File: src/rtl/dct_coef_mem_writer.sv
// dct_coef_mem_writer
// Output-side companion of the 16-point DCT. A row of NCOEF signed coefficients is
// accepted on a valid/ready handshake and written one word per cycle into the
// coefficient SRAM at row*NCOEF+k. Rows are counted per frame; the last write of a
// frame raises a one-cycle frame_done and the row counter wraps to zero.
// Optional feature: define DCT_WR_CHECKSUM_EN to add a 16-bit running checksum
// of the written coefficients, restarted on the first write of every frame.
module dct_coef_mem_writer #(
    parameter int COEF_W = 11,
    parameter int NCOEF  = 16,
    parameter int ROWS   = 512,
    parameter int ADDR_W = 13
) (
    input  logic                      clk,
    input  logic                      rstn,
    input  logic                      clr,
    input  logic                      coef_valid,
    input  logic [NCOEF*COEF_W-1:0]   coef_data,
    output logic                      coef_ready,
    output logic                      mem_we,
    output logic [ADDR_W-1:0]         mem_addr,
    output logic [COEF_W-1:0]         mem_wdata,
    output logic                      busy,
    output logic                      frame_done
`ifdef DCT_WR_CHECKSUM_EN
    ,
    output logic [15:0]               checksum
`endif
);

    localparam int IDX_W = (NCOEF > 1) ? $clog2(NCOEF) : 1;
    localparam int ROW_W = (ROWS > 1) ? $clog2(ROWS) : 1;
    localparam logic [IDX_W-1:0] LAST_IDX = IDX_W'(NCOEF - 1);
    localparam logic [ROW_W-1:0] LAST_ROW = ROW_W'(ROWS - 1);

    typedef enum logic {
        S_IDLE  = 1'b0,
        S_WRITE = 1'b1
    } state_t;

    state_t                           state_q, state_d;
    logic [IDX_W-1:0]                 idx_q, idx_d;
    logic [ROW_W-1:0]                 row_q, row_d;
    logic [NCOEF-1:0][COEF_W-1:0]     buf_q, buf_d;
    logic                             memWe_q, memWe_d;
    logic [ADDR_W-1:0]                memAddr_q, memAddr_d;
    logic [COEF_W-1:0]                memWdata_q, memWdata_d;
    logic                             busy_q, busy_d;
    logic                             frameDone_q, frameDone_d;
`ifdef DCT_WR_CHECKSUM_EN
    logic [15:0]                      checksum_q, checksum_d;
`endif

    logic                             lastWord;
    logic                             accept;
    logic [IDX_W-1:0]                 nextIdx;
    logic [ROW_W-1:0]                 rowAfter;
    logic                             emit;
    logic [IDX_W-1:0]                 emitIdx;
    logic [ROW_W-1:0]                 emitRow;
    logic [COEF_W-1:0]                emitWord;
    logic [ADDR_W-1:0]                emitAddr;

    // Handshake: a new row may enter when idle or while the last word of the current row is on the bus.
    always_comb begin
        lastWord   = (state_q == S_WRITE) && (idx_q == LAST_IDX);
        coef_ready = ((state_q == S_IDLE) || lastWord) && !clr;
        accept     = coef_valid && coef_ready;
        nextIdx    = idx_q + IDX_W'(1);
        rowAfter   = row_q;
        if (lastWord) begin
            rowAfter = (row_q == LAST_ROW) ? '0 : row_q + ROW_W'(1);
        end
    end

    // Next-state logic: choose which word (if any) goes on the memory bus next cycle.
    always_comb begin
        state_d     = state_q;
        idx_d       = idx_q;
        row_d       = row_q;
        buf_d       = buf_q;
        memWe_d     = 1'b0;
        memAddr_d   = memAddr_q;
        memWdata_d  = memWdata_q;
        busy_d      = 1'b0;
        frameDone_d = 1'b0;
`ifdef DCT_WR_CHECKSUM_EN
        checksum_d  = checksum_q;
`endif
        emit        = 1'b0;
        emitIdx     = '0;
        emitRow     = row_q;
        emitWord    = '0;

        if (clr) begin
            state_d = S_IDLE;
            idx_d   = '0;
            row_d   = '0;
`ifdef DCT_WR_CHECKSUM_EN
            checksum_d = '0;
`endif
        end else if (accept) begin
            state_d  = S_WRITE;
            idx_d    = '0;
            row_d    = rowAfter;
            buf_d    = coef_data;
            emit     = 1'b1;
            emitIdx  = '0;
            emitRow  = rowAfter;
            emitWord = coef_data[COEF_W-1:0];
        end else if (state_q == S_WRITE && !lastWord) begin
            idx_d    = nextIdx;
            emit     = 1'b1;
            emitIdx  = nextIdx;
            emitRow  = row_q;
            emitWord = buf_q[nextIdx];
        end else if (lastWord) begin
            state_d = S_IDLE;
            idx_d   = '0;
            row_d   = rowAfter;
        end

        emitAddr = ADDR_W'(emitRow) * ADDR_W'(NCOEF) + ADDR_W'(emitIdx);

        if (emit) begin
            memWe_d     = 1'b1;
            busy_d      = 1'b1;
            memAddr_d   = emitAddr;
            memWdata_d  = emitWord;
            frameDone_d = (emitIdx == LAST_IDX) && (emitRow == LAST_ROW);
`ifdef DCT_WR_CHECKSUM_EN
            if (emitAddr == '0) begin
                checksum_d = 16'($signed(emitWord));
            end else begin
                checksum_d = checksum_q + 16'($signed(emitWord));
            end
`endif
        end
    end

    // State and registered outputs; reset discards any row in flight.
    always_ff @(posedge clk or negedge rstn) begin
        if (!rstn) begin
            state_q     <= S_IDLE;
            idx_q       <= '0;
            row_q       <= '0;
            buf_q       <= '0;
            memWe_q     <= 1'b0;
            memAddr_q   <= '0;
            memWdata_q  <= '0;
            busy_q      <= 1'b0;
            frameDone_q <= 1'b0;
`ifdef DCT_WR_CHECKSUM_EN
            checksum_q  <= '0;
`endif
        end else begin
            state_q     <= state_d;
            idx_q       <= idx_d;
            row_q       <= row_d;
            buf_q       <= buf_d;
            memWe_q     <= memWe_d;
            memAddr_q   <= memAddr_d;
            memWdata_q  <= memWdata_d;
            busy_q      <= busy_d;
            frameDone_q <= frameDone_d;
`ifdef DCT_WR_CHECKSUM_EN
            checksum_q  <= checksum_d;
`endif
        end
    end

    assign mem_we     = memWe_q;
    assign mem_addr   = memAddr_q;
    assign mem_wdata  = memWdata_q;
    assign busy       = busy_q;
    assign frame_done = frameDone_q;
`ifdef DCT_WR_CHECKSUM_EN
    assign checksum   = checksum_q;
`endif

endmodule

File: config.mk
export PLATFORM = sky130hd
export DESIGN_NAME = dct_coef_mem_writer
export DESIGN_NICKNAME = d
export VERILOG_FILES = /design/src/rtl/dct_coef_mem_writer.sv
export SDC_FILE = /design/constraint.sdc
export NUM_CORES = 1
export LEC_CHECK = 0
export ABC_AREA = 0
export CAP_MARGIN = 40
export CELL_PAD_IN_SITES_DETAIL_PLACEMENT = 1
export CELL_PAD_IN_SITES_GLOBAL_PLACEMENT = 2
export CORE_MARGIN = 2
export CORE_UTILIZATION = 28
export CTS_CLUSTER_SIZE = 20
export DETAILED_ROUTE_END_ITERATION = 7
export GPL_ROUTABILITY_DRIVEN = 0
export PLACE_DENSITY = 0.81
export SYNTH_ARGS = -nofsm -noshare
export SYNTH_HDL_FRONTEND = slang
export SYNTH_SLANG_ARGS = --single-unit
File: constraint.sdc
create_clock -name clk -period 2.35 [get_ports clk]
set_input_delay 0.3525 -clock clk [delete_from_list [all_inputs] [get_ports clk]]
set_output_delay 0.3525 -clock clk [all_outputs]
set_load 0.02 [all_outputs]
; ---- After elaboration in Yosys (flattened, before gate mapping)
; Index checks and enable logic that the tools add are counted.
[totals]
ff_bits = 216
inputBits = 180
word_cells = 75
[classes]
n_addsub = 3
order_cmp = 1
eq_ne = 5
n_mux = 29
bitwise_logic = 2
n_reduce_logical = 12
[ops]
columns = cell, count
row1 = $mux 9, 8
row2 = $bmux 11 s4, 1
row3 = $mux 11, 4
row4 = $mux 4, 7
row5 = $eq 9x9->1 const B, 2
row6 = $add 13x4->13, 1
row7 = $add 9x1->9 const B, 1
row8 = $mux 1, 9
row9 = $eq 4x4->1 const B, 2
row10 = $logic_and 1x1->1, 5
row11 = $lt 4x5->1 const B, 1
row12 = $add 4x1->4 const B, 1
row13 = $reduce_and 2->1, 2
row14 = $reduce_bool 4->1, 1
row15 = $ne 3x3->1 const B, 1
row16 = $reduce_bool 3->1, 1
row17 = $logic_not 1->1, 2
row18 = $not 1->1, 2
row19 = $logic_or 1x1->1, 1

; ---- Depth between registers and ports, before layout
; Gate-level depths: netlist of run 1.
[depth]
ltp_word = 10
ltp_mapped = 11

; ---- Worst setup path after synthesis of run 1
; No wires, ideal clock.
[synth_timing]
kind = reg2reg
start = register row_q[1]
end = register frameDone_q (netlist: frame_done)
arrival_ns = 2.360
setup_slack_ns = -0.122
stages_incl_launch_ff = 12
path_buffers = 1
path_cell_list = dfrtp_1 ha_1 and3_1 and3_1 and3_1 ha_1 buf_2 inv_1 nand4_4 nor3b_2 o211ai_1 a2111oi_2
[synth_between]
elab_chain_len = 8
elab_cells_between_ends = 9
[synth_lines]
columns = element, line
row1 = from (decl), 43  ; logic [ROW_W-1:0] row_q, row_d;
row2 = from (signal assigned), 159  ; row_q <= row_d;
row3 = $add 9x1->9 / $eq 9x9->1 (equally long branches), 72  ; rowAfter = (row_q == LAST_ROW) ? '0 : row_q + ROW_W'(1);
row4 = $mux 9, 72
row5 = $mux 9, 71  ; if (lastWord) begin
row6 = $mux 9, 102  ; end else if (accept) begin
row7 = $mux 9 *, 95  ; if (clr) begin
row8 = $eq 9x9->1 *, 130  ; frameDone_d = (emitIdx == LAST_IDX) && (emitRow == LAST_ROW);
row9 = $logic_and 1x1->1 *, 130
row10 = $mux 1 *, 125  ; if (emit) begin
row11 = named net frameDone_d, 49  ; logic frameDone_q, frameDone_d;
row12 = to (signal assigned), 165  ; frameDone_q <= frameDone_d;
row13 = to (decl), 49
; Mark *: on every way through the listed nets, which the timed path passes. The rest lies on a longest branch.
; A chain may end at the register's enable or synchronous reset.

; ---- Worst setup path after layout of run 1
[layout_timing]
start = register idx_q[0]
end = output coef_ready
[layout_between]
elab_chain_len = 4
[layout_lines]
columns = element, line
row1 = from (decl), 42  ; logic [IDX_W-1:0] idx_q, idx_d;
row2 = from (signal assigned), 158  ; idx_q <= idx_d;
row3 = $eq 4x4->1, 66  ; lastWord = (state_q == S_WRITE) && (idx_q == LAST_IDX);
row4 = $logic_and 1x1->1, 66
row5 = $logic_or 1x1->1, 67  ; coef_ready = ((state_q == S_IDLE) || lastWord) && !clr;
row6 = $logic_and 1x1->1, 67
row7 = to (decl), 19  ; output logic coef_ready,
; Every way passes these cells.

==> results of run 1 <==
==> metal layers <==
layer	vias to the layer above	share of wire (%)	global-route usage [%]
met4	0	2.2	4.23
met3	37	4.5	3.07
met1	4055	45	24.1
met2	169	48	30.0
met5	-	0	0
li1	3874	-	-
==> placed cells by master, fill, tap and decap left out, types with 12 or more instances in the layout <==
| cell | count |
|---|---|
| sky130_fd_sc_hd__clkdlybuf4s50_1 | 205 |
| sky130_fd_sc_hd__nand2_1 | 584 |
| sky130_fd_sc_hd__buf_12 | 14 |
| sky130_fd_sc_hd__clkbuf_16 | 26 |
| sky130_fd_sc_hd__o21ai_0 | 12 |
| sky130_fd_sc_hd__mux4_2 | 44 |
| sky130_fd_sc_hd__dfrtp_1 | 215 |
| sky130_fd_sc_hd__a21o_1 | 12 |
| sky130_fd_sc_hd__nor2_1 | 21 |
| sky130_fd_sc_hd__a21oi_1 | 16 |
| sky130_fd_sc_hd__buf_4 | 31 |
==> registers in the layout (all words and copies together), names as in the netlist <==
| signal | count |
|---|---|
| buf_q | 176 |
| busy | 1 |
| frame_done | 1 |
| idx_q | 4 |
| mem_addr | 13 |
| mem_wdata | 11 |
| row_q | 9 |
| state_q | 1 |
==> per-stage QoR <==
stage	power (mW)	instance area [um^2]	TNS [ns]
2_1_floorplan	5.53	9940	0
3_3_place_gp	6.47	12800	0
3_5_place_dp	6.54	12800	-0.0886
4_1_cts	11.1	13800	-0.00314
5_1_grt	11.5	13900	-0.0535
6_report	11.0	13900	0
==> kinds of logic (layout without fill, tap and decap cells) <==
logic type	count (synthesis)	in the layout
xor gates and xnor gates	3	3
DFF	216	216
adders and majority gates	3	3
AOI/OAI and AO/OA	71	71
and+or+nand+nor	641	641
muxes	55	55
buffers and inverters	71	306
==> cells in the mapped netlist <==
library cell                number  area, um^2
sky130_fd_sc_hd__and2_1          3        18.8
sky130_fd_sc_hd__o2111ai_1      10        87.6
sky130_fd_sc_hd__ha_1            3        37.5
sky130_fd_sc_hd__o21a_1          1        7.51
sky130_fd_sc_hd__nand3_1         8        40.0
sky130_fd_sc_hd__nor2b_2         1        8.76
sky130_fd_sc_hd__xnor2_1         2        17.5
sky130_fd_sc_hd__nand4_1         1        6.26
sky130_fd_sc_hd__a22oi_1         1        7.51
sky130_fd_sc_hd__or2_2           1        6.26
sky130_fd_sc_hd__nand4_4         1        21.3
sky130_fd_sc_hd__nor3b_2         1        12.5
sky130_fd_sc_hd__o22ai_1         1        6.26
sky130_fd_sc_hd__mux2i_1        10         100
sky130_fd_sc_hd__a32oi_1         1        8.76
sky130_fd_sc_hd__and3_1          6        37.5
sky130_fd_sc_hd__nor2b_1         3        18.8
sky130_fd_sc_hd__a2111oi_2       1        15.0
sky130_fd_sc_hd__nand3_2         1        10.0
sky130_fd_sc_hd__o21ai_0        13        65.1
sky130_fd_sc_hd__a211oi_1        3        22.5
sky130_fd_sc_hd__xor2_1          1        8.76
sky130_fd_sc_hd__dfrtp_1       216        5410
sky130_fd_sc_hd__a21oi_1        16        80.1
sky130_fd_sc_hd__o32a_1          1        10.0
sky130_fd_sc_hd__a31oi_1         5        31.3
sky130_fd_sc_hd__nand3b_1        1        7.51
sky130_fd_sc_hd__nor2_1         22        82.6
sky130_fd_sc_hd__o31ai_1         1        7.51
sky130_fd_sc_hd__nor3b_1         1        7.51
sky130_fd_sc_hd__nor3_1          4        20.0
sky130_fd_sc_hd__nand2_1       585        2200
sky130_fd_sc_hd__mux4_2         44         991
sky130_fd_sc_hd__clkbuf_1       24        90.1
sky130_fd_sc_hd__a21o_1         12        90.1
sky130_fd_sc_hd__buf_2          22         110
sky130_fd_sc_hd__buf_1           1        3.75
sky130_fd_sc_hd__o211ai_1        1        7.51
sky130_fd_sc_hd__o311ai_0        1        8.76
sky130_fd_sc_hd__inv_1           4        15.0
sky130_fd_sc_hd__buf_4          20         150
sky130_fd_sc_hd__nor4b_1         2        17.5
sky130_fd_sc_hd__a21oi_2         1        8.76
sky130_fd_sc_hd__mux2_2          1        11.3
sky130_fd_sc_hd__a22o_1          2        17.5
==> path summary, 6_finish.rpt <==
kind                              end  slack, ns  cells after the start
max                        coef_ready       0.08                      4
min                         buf_q[15]       0.33                      2
max reg2reg                frame_done       0.10                     10
min reg2reg                buf_q[143]       0.47                      2
max in group asynchronous  buf_q[115]       1.34                      3
min in group clk           buf_q[137]       0.35                      3
==> power groups by stage <==
| stage | Sequential, mW | Clock [mW] | Combinational [mW] |
|---|---|---|---|
| after CTS | 4.58 | 4.65 | 1.91 |
| after detailed placement | 4.64 | 0 | 1.90 |
| final | 4.58 | 4.53 | 1.88 |
| after global placement | 4.61 | 0 | 1.85 |
| after global routing | 4.65 | 4.80 | 2.09 |
| after floorplan | 4.58 | 0 | 0.946 |
==> critical path, stage by stage, from the launching register on <==
cell	delay [ns]
sky130_fd_sc_hd__dfrtp_4	0.50
sky130_fd_sc_hd__ha_4	0.18
sky130_fd_sc_hd__nand3_1	0.12
sky130_fd_sc_hd__a21oi_2	0.20
sky130_fd_sc_hd__dlygate4sd2_1	0.40
==> cell type report <==
cell class                 count  area [um^2]  area share [%]
inverter                       4         17.5           0.126
multi-input combinational    773         4240            30.6
timing repair buffer         256         2660            19.2
clock inverter                19          315            2.27
clock buffer                  27          653            4.71
sequential                   216         5410            39.0
tap                          455          569            4.11
==> timing repair <==
item,in CTS,in global routing
endpoints found under the hold margin,41,0
cloned,0,1
pin swaps,5,1
setup endpoints to repair,4,4
hold buffers,1,0
gates resized for setup,12,3
setup buffers,4,0
==> results.txt, run 1 <==
----------------------------------------------------
[Final layout]
  Ratio of cells with drive above 1 in the final layout ... 12.4%
  Number of antenna diodes ... 0
  Filler instances ... 3966
  Growth of design area from synthesis to finish ... 39.6%
  Final Util ... 39.9%
  Final net count ... 1459
  Finished Layout Cells ... 1750

[Clock tree]
  Clock latency on the worst-skew pair ... 0.53 ns
  Maximum count of clock buffers along a single path ... 3
  Root cell of the clock tree ... sky130_fd_sc_hd__clkbuf_16
  CTS H-tree lvls ... 1
  Number of clock buffers inserted by TritonCTS ... 25
  Clock sinks ... 216
  CTS clk-pin slew, worst paths ... 0.07 ns
  TritonCTS clock tree ... done

[Floorplan]
  Initial core utilization ... 28.6%
  Floorplan row count ... 68
  Boundary pin count ... 208
  Chip Width ... 192 um
  Area of the core ... 0.0347 mm^2
  Vertical die dimension ... 192 um
  Die ar. ... 0.0370 mm^2

[Setup path]
  Reg2reg start ... row_q[1]
  Required @ worst endpoint ... 2.00 ns
  Startpoint-to-endpoint class of the critical path ... register to primary output
  Crit Path Max Fanout ... 5
  Startpoint of the worst setup timing path ... idx_q[0]
  Data arrival at the endpoint of the critical path ... 1.92 ns
  Startpoint type of the worst setup path ... register
  Critical path endpoint category ... primary output

[GRT]
  Total routing resource utilization after global routing ... 17.9%
  Global-route wire length before repair ... 50900 um
  Number of global-route vias before repair ... 8956
  Sum of overflow across all layers after global routing ... 0
  Antenna violations before repair ... 0
  Maximum number of pins on one net before global-route repair ... 63

[Power]
  Share of total power in sequential cells ... 41.6%
  Net switching power ... 2.87 mW
  Power share of the combinational group ... 17.1%
  Switching share of power ... 26.1%
  Leak Pwr ... 6.46 nW
  Internal cell power ... 8.12 mW
  Maximum resistive drop on vdd ... 0.000411 V
  Clock network power share ... 41.2%
  Power density over the cells ... 793 mW/mm^2

[Logic synthesis]
  Net count of the mapped netlist ... 1243
  Simple logic cell fraction of the synthesized area ... 25.3%
  Post-synthesis cell area ... 0.00993 mm^2
  Largest family of logic cells by synthesized area ... simple AND/OR/NAND/NOR gates
  Mux contribution to synthesized area ... 11.1%
  Synth Register Bits ... 216
  Number of different library cells in the post-synthesis netlist ... 45
  Synth Area in XOR/XNOR ... 0.265%
  Adder-cell share of the synthesized area ... 0.378%
  Total number of yosys warnings ... 0
  Avg Synthesized Cell Area ... 9.37 um^2
  Share of the synthesized area in compound gates (AO/OA/AOI/OAI) ... 4.85%
  Instance count of the mapped netlist ... 1060
  Post-synthesis sequential area ratio ... 54.4%

[Worst hold path]
  Tightest Hold Check Type ... input pin to async pin

[Place]
  Count of placed standard cells including taps ... 1698
  HPWL after detailed placement ... 24200 um
  IO Port Bufs ... 207
  Worst slack, placed ... -0.0851 ns

[Route]
  Vias post-DR ... 8135
  Wire length per cell after detailed routing ... 18.7 um
  Routed Wire Length ... 32700 um
  Post-detailed-route DRC marker count ... 0
  Remaining antenna violation count ... 0
  Number of optimization iterations in the first detailed-route pass ... 4
  Detail-routed via count per cell ... 4.65
  DRC violation total after the first TritonRoute iteration ... 404

[Timing]
  Setup repair after global routing missed its margin ... true
  # setup viols final ... 0
  Time the worst path needs with I/O delays and setup ... 2.27 ns
  Number of pins exceeding their max-slew limit in the final report ... 0
  Final WS setup ... 0.0760 ns
  Hold Fails Final Rpt ... 0
  Maximum clock rate ... 440 MHz
  Worst-case clock skew ... 0.00956 ns
  Least-Margin Pin Slew ... 0.448 ns
  Min Hold Slack ... 0.329 ns
  Final cycle utilization of the critical path ... 96.8%
  Worst max-slew margin expressed relative to the limit ... 69.3%

[Job]
  Max capacitance violation total ... 0

[Outcome]
  Status ... completed

----------------------------------------------------
(Power assumes the default switching activity.)
==> run 2: changes to the inputs <==
--- a/config.mk
+++ b/config.mk
@@ -6,7 +6,6 @@
 export NUM_CORES = 1
 export LEC_CHECK = 0
 export ABC_AREA = 0
-export CAP_MARGIN = 40
 export CELL_PAD_IN_SITES_DETAIL_PLACEMENT = 1
 export CELL_PAD_IN_SITES_GLOBAL_PLACEMENT = 2
 export CORE_MARGIN = 2
==> results of run 2 <==
Final layout, timing and power as in run 1 (identical DEF).
